**src/rtl/seq_det_prog.sv**
```systemverilog
// Run-time programmable serial pattern detector with overlap control, input
// qualifier, saturating match counter and illegal-config flag.
module seq_det_prog #(
    parameter int                 MAX_LEN     = 8,
    parameter int                 CNT_W       = 8,
    parameter logic [MAX_LEN-1:0] RST_PATTERN = MAX_LEN'('b1011),
    parameter int                 RST_LEN     = 4
) (
    input  logic                         clk,
    input  logic                         rst,
    input  logic                         data_in,
    input  logic                         in_valid,
    input  logic                         cfg_load,
    input  logic [MAX_LEN-1:0]           cfg_pattern,
    input  logic [$clog2(MAX_LEN+1)-1:0] cfg_len,
    input  logic                         overlap,
    output logic                         det,
    output logic [CNT_W-1:0]             match_cnt,
    output logic                         cfg_err
);

    localparam int LW = $clog2(MAX_LEN + 1);

    logic [MAX_LEN-1:0] hist_q, hist_d;
    logic [MAX_LEN-1:0] pat_q, pat_d;
    logic [LW-1:0]      fill_q, fill_d;
    logic [LW-1:0]      len_q, len_d;
    logic               det_q, det_d;
    logic [CNT_W-1:0]   cnt_q, cnt_d;
    logic               err_q, err_d;

    logic [MAX_LEN-1:0] shifted;
    logic [MAX_LEN-1:0] mask;
    logic [LW-1:0]      fill_inc;
    logic               match;

    always_ff @(posedge clk or negedge rst) begin
        if (!rst) begin
            hist_q <= '0;
            pat_q  <= RST_PATTERN;
            fill_q <= '0;
            len_q  <= LW'(RST_LEN);
            det_q  <= 1'b0;
            cnt_q  <= '0;
            err_q  <= 1'b0;
        end else begin
            hist_q <= hist_d;
            pat_q  <= pat_d;
            fill_q <= fill_d;
            len_q  <= len_d;
            det_q  <= det_d;
            cnt_q  <= cnt_d;
            err_q  <= err_d;
        end
    end

    // Only the low len bits of the post-shift history take part in the compare.
    always_comb begin
        mask = '0;
        for (int i = 0; i < MAX_LEN; i++) begin
            mask[i] = (LW'(i) < len_q);
        end
    end

    always_comb begin
        hist_d   = hist_q;
        pat_d    = pat_q;
        fill_d   = fill_q;
        len_d    = len_q;
        det_d    = 1'b0;
        cnt_d    = cnt_q;
        err_d    = err_q;
        shifted  = {hist_q[MAX_LEN-2:0], data_in};
        fill_inc = (fill_q == LW'(MAX_LEN)) ? fill_q : fill_q + 1'b1;
        match    = !err_q && (fill_inc >= len_q) && (((shifted ^ pat_q) & mask) == '0);

        if (cfg_load) begin
            pat_d  = cfg_pattern;
            len_d  = cfg_len;
            fill_d = '0;
            cnt_d  = '0;
            err_d  = (cfg_len == '0) || (cfg_len > LW'(MAX_LEN));
        end else if (in_valid) begin
            hist_d = shifted;
            det_d  = match;
            // Non-overlap mode forgets the history so the next match needs len fresh bits.
            fill_d = (match && !overlap) ? '0 : fill_inc;
            if (match && (cnt_q != '1)) begin
                cnt_d = cnt_q + 1'b1;
            end
        end
    end

    assign det       = det_q;
    assign match_cnt = cnt_q;
    assign cfg_err   = err_q;

endmodule

```
**config.mk**
```make
export PLATFORM = sky130hd
export DESIGN_NAME = seq_det_prog
export DESIGN_NICKNAME = d
export VERILOG_FILES = /design/src/rtl/seq_det_prog.sv
export SDC_FILE = /design/constraint.sdc
export NUM_CORES = 1
export LEC_CHECK = 0
export CELL_PAD_IN_SITES_DETAIL_PLACEMENT = 0
export CELL_PAD_IN_SITES_GLOBAL_PLACEMENT = 1
export CORE_UTILIZATION = 44
export CTS_CLUSTER_DIAMETER = 80
export DETAILED_ROUTE_END_ITERATION = 6
export PLACE_DENSITY = 0.82
export SLEW_MARGIN = 5
export SYNTH_ARGS = -nofsm -noshare
export SYNTH_HDL_FRONTEND = slang
export SYNTH_SLANG_ARGS = --single-unit
```
**constraint.sdc**
```tcl
create_clock -name clk -period 4.19 [get_ports clk]
set_input_delay 0.419 -clock clk [delete_from_list [all_inputs] [get_ports clk]]
set_output_delay 0.419 -clock clk [all_outputs]
set_load 0.02 [all_outputs]
```
==> metrics.md <==
| Metric | Value |
|---|---|
| Status | finished, final reports clean |
| Post-layout worst setup margin | 1.41 ns |
| First-pass GRT wire length | 6150 um |
| CTS Root Cell | clkbuf_8 |
| Period utilization | 66.2% |
| Sequential-to-total area share from yosys stat | 48.2% |
| Post-CTS Setup Inserts | 0 |
| Hold Slack | 0.498 ns |
| Post-synth top area cell | dfrtp_1 |
| Internal | 0.603 mW |
| RSZ-0062 raised after global routing | no |
| Crit end category | flip-flop |
| Worst slew pin tran | 0.830 ns |
| Full die area | 0.00417 mm^2 |
| Placement-stage cell area | 0.00204 mm^2 |
| Final ANT Viol Nets | 0 |
| CORE AREA | 0.00372 mm^2 |
| Total net switching power | 0.199 mW |
| CP cell instances | inv_1 > ha_1 > nand2_1 > nor2_1 > xnor2_1 > ha_1 > nand2b_1 > a2111oi_0 > nand4b_1 > nor3_4 > nand4_1 > mux2_1 |
| Via count of the first global-routing pass | 1,402 |
| Hold Path Class | reg2reg |
| WL/cell | 15.0 um |
| Pre-CTS WS | 1.48 ns |
| DR DRC count | 0 |
| All-Layer GR Usage | 19.8% |
| Worst rel slew slack | 44.6% |
| Final Core Density | 58.0% |
| GRT overflow | 0 |
| DR iter-0 viols | 58 |
| Pwr Total | 0.802 mW |
| Slowest cell on crit path | dfrtp_1 |
| List of most frequent post-synthesis cells | 29 x dfrtp_1, 29 x nand2_1, 10 x nor2_1 |
| Crit path max-delay family | simple AND/OR/NAND/NOR gates |
| Placer Congestion | 0.775 |
| Part of the power in combinational logic | 14.7% |
| Ranking of synthesized cells by area | dfrtp_1 42%, nand2_1 6.3%, dfstp_2 6.1%, mux2_2 5.9%, ha_1 5.1% |
| VDD IR max | 0.000241 V |
| Syn Inst Count | 166 |
| Net Count, Synth | 191 |
| Crit path launch type | flip-flop |
| Final hold viol count | 0 |
| Tmin final | 2.78 ns |
| Final setup violation count | 0 |
| CP required | 4.36 ns |
| Post-synth EDFFs | 0 |
| Setup TNS Final | 0 ns |
| Layout cell share with drive strength beyond 1 | 13.7% |
| Core Rows | 22 |
| Seq pwr share | 46.6% |
| Dominant synthesized flop cell | dfrtp_1 |
| #FFs+latches synth | 33 |
| Pwr Density | 372 mW/mm^2 |
| Switching share of power | 24.9% |
| Pre-antenna DRT Iters | 4 |
| DR vias | 1,349 |
| Non-Filler Instances | 245 |
| Critical path arrival | 2.94 ns |
| Buffer and inverter count on the worst path | 1 |
| DR vias/cell | 5.51 |
| Largest net degree at the start of global routing | 34 |
| CTS tree | built |
| Die Ht | 64.6 um |
| Kind of critical path | reg2reg |
| Clock Pin Slew Worst Setup and Hold Paths | 0.07 ns |
| Max frequency | 360 MHz |
| Cell variety after synth | 41 |
| Initial antenna violation count | 0 |
| Max-cap violations | 0 |
| Placed cells | 237 |
| Ports | 28 |
| Avg Cell Area, Syn | 10.4 um^2 |
| Die W | 64.6 um |
| Clock latency on the worst-skew pair | 0.29 ns |
| Initial Util | 46.4% |
| Num CTS Buffers | 5 |
| Post-DP HPWL | 2600 um |
| Buffers added on ports | 27 |
| CTS Hold Bufs | 0 |
| Clock Skew | 0.00979 ns |
| H-tree Lvls | 2 |
| Ant diodes | 0 |
| Asr flop ratio synth | 100% |
| Sink Count | 33 |
| CP max stage delay | 0.39 ns |
| Layout Nets | 221 |
| CTS Buffer Depth | 2 |
| WL final | 3680 um |
| Clock share of power | 38.7% |
| Final Instance Area | 0.00216 mm^2 |
| Leakage | 0.945 nW |
| Max-slew violation count | 0 |
| Resized cells post-CTS | 0 |
| Crit path top cell by count | ha_1 |
| Crit path max fanout | 8 |
| Synth warn | 0 |
| Area grow syn2layout | 25.0% |
| Yosys top cell area share | 42.1% |
| Synth Cell Area | 0.00172 mm^2 |
[cells by family after synthesis]
kind of cell | Yosys count | synth area share, %
xor gates and xnor gates | 13 | 6.60
buffers and inverters | 13 | 3.27
muxes | 13 | 8.35
adders and majority gates | 7 | 5.08
and+or+nand+nor | 63 | 18.1
AOI/OAI and AO/OA | 24 | 10.4
DFF | 33 | 48.2
[cell type report]
class | instances | area (um^2)
clock buffers | 7 | 86.3
clock inverters | 1 | 30.0
fillers | 355 | 1560
inverters | 7 | 26.3
multi-input cells | 120 | 837
flip-flops and latches | 33 | 831
well taps | 48 | 60.1
repair buffers | 29 | 285
[cell usage in the layout (no fill, tap or decap), types with 3 or more instances in the layout]
cell type / Yosys / layout
a32o_1: 3 / 3
xnor2_1: 7 / 7
nand4_1: 5 / 5
mux2_2: 9 / 9
dfrtp_1: 29 / 29
clkdlybuf4s50_1: 0 / 27
nand2b_1: 3 / 3
ha_1: 7 / 7
xor2_1: 6 / 6
nor2b_1: 3 / 3
inv_1: 7 / 7
dfstp_2: 4 / 4
clkbuf_8: 0 / 6
nor2_1: 10 / 10
o21ai_0: 5 / 5
a21oi_1: 5 / 5
nand2_1: 29 / 29
[path summary, 6_finish.rpt]
path	start	to	slack (ns)	cells after the start
setup / recovery	fill_q[0]$_DFFE_PN0P_	match_cnt[3]$_DFFE_PN0P_	1.41	12
hold / removal	hist_q[6]$_DFFE_PN0P_	hist_q[6]$_DFFE_PN0P_	0.50	2
setup reg to reg	fill_q[0]$_DFFE_PN0P_	match_cnt[3]$_DFFE_PN0P_	1.41	12
hold reg to reg	hist_q[6]$_DFFE_PN0P_	hist_q[6]$_DFFE_PN0P_	0.50	2
max in group asynchronous	rst	pat_q[3]$_DFFE_PN1P_	3.32	2
min in group asynchronous	rst	hist_q[0]$_DFFE_PN0P_	0.52	2
[power groups by stage]
stage	logic (mW)	clock network, mW	registers [mW]
5_1_grt	0.133	0.329	0.378
6_report	0.118	0.311	0.374
3_3_place_gp	0.115	0	0.378
3_5_place_dp	0.119	0	0.380
4_1_cts	0.120	0.316	0.374
2_1_floorplan	0.0760	0	0.374
[flip-flops by register name (all words and copies together) (netlist names)]
signal     count
fill_q         4
match_cnt      8
det            1
cfg_err        1
pat_q          8
hist_q         7
len_q          4
[metal layers]
layer | GRT usage (%) | up-vias | wire length, um
met2 | 34.9 | 36 | 1810
met4 | 11.4 | 0 | 130
met5 | 0 | - | 0
met1 | 21.4 | 658 | 1570
met3 | 5.11 | 12 | 167
li1 | - | 643 | -
[tightest hold or removal path, stage by stage (launching register included)]
cell	delay, ns
dfrtp_1	0.36
nand2_1	0.05
nand2_1	0.06
Power figures use the tool's default switching activity.
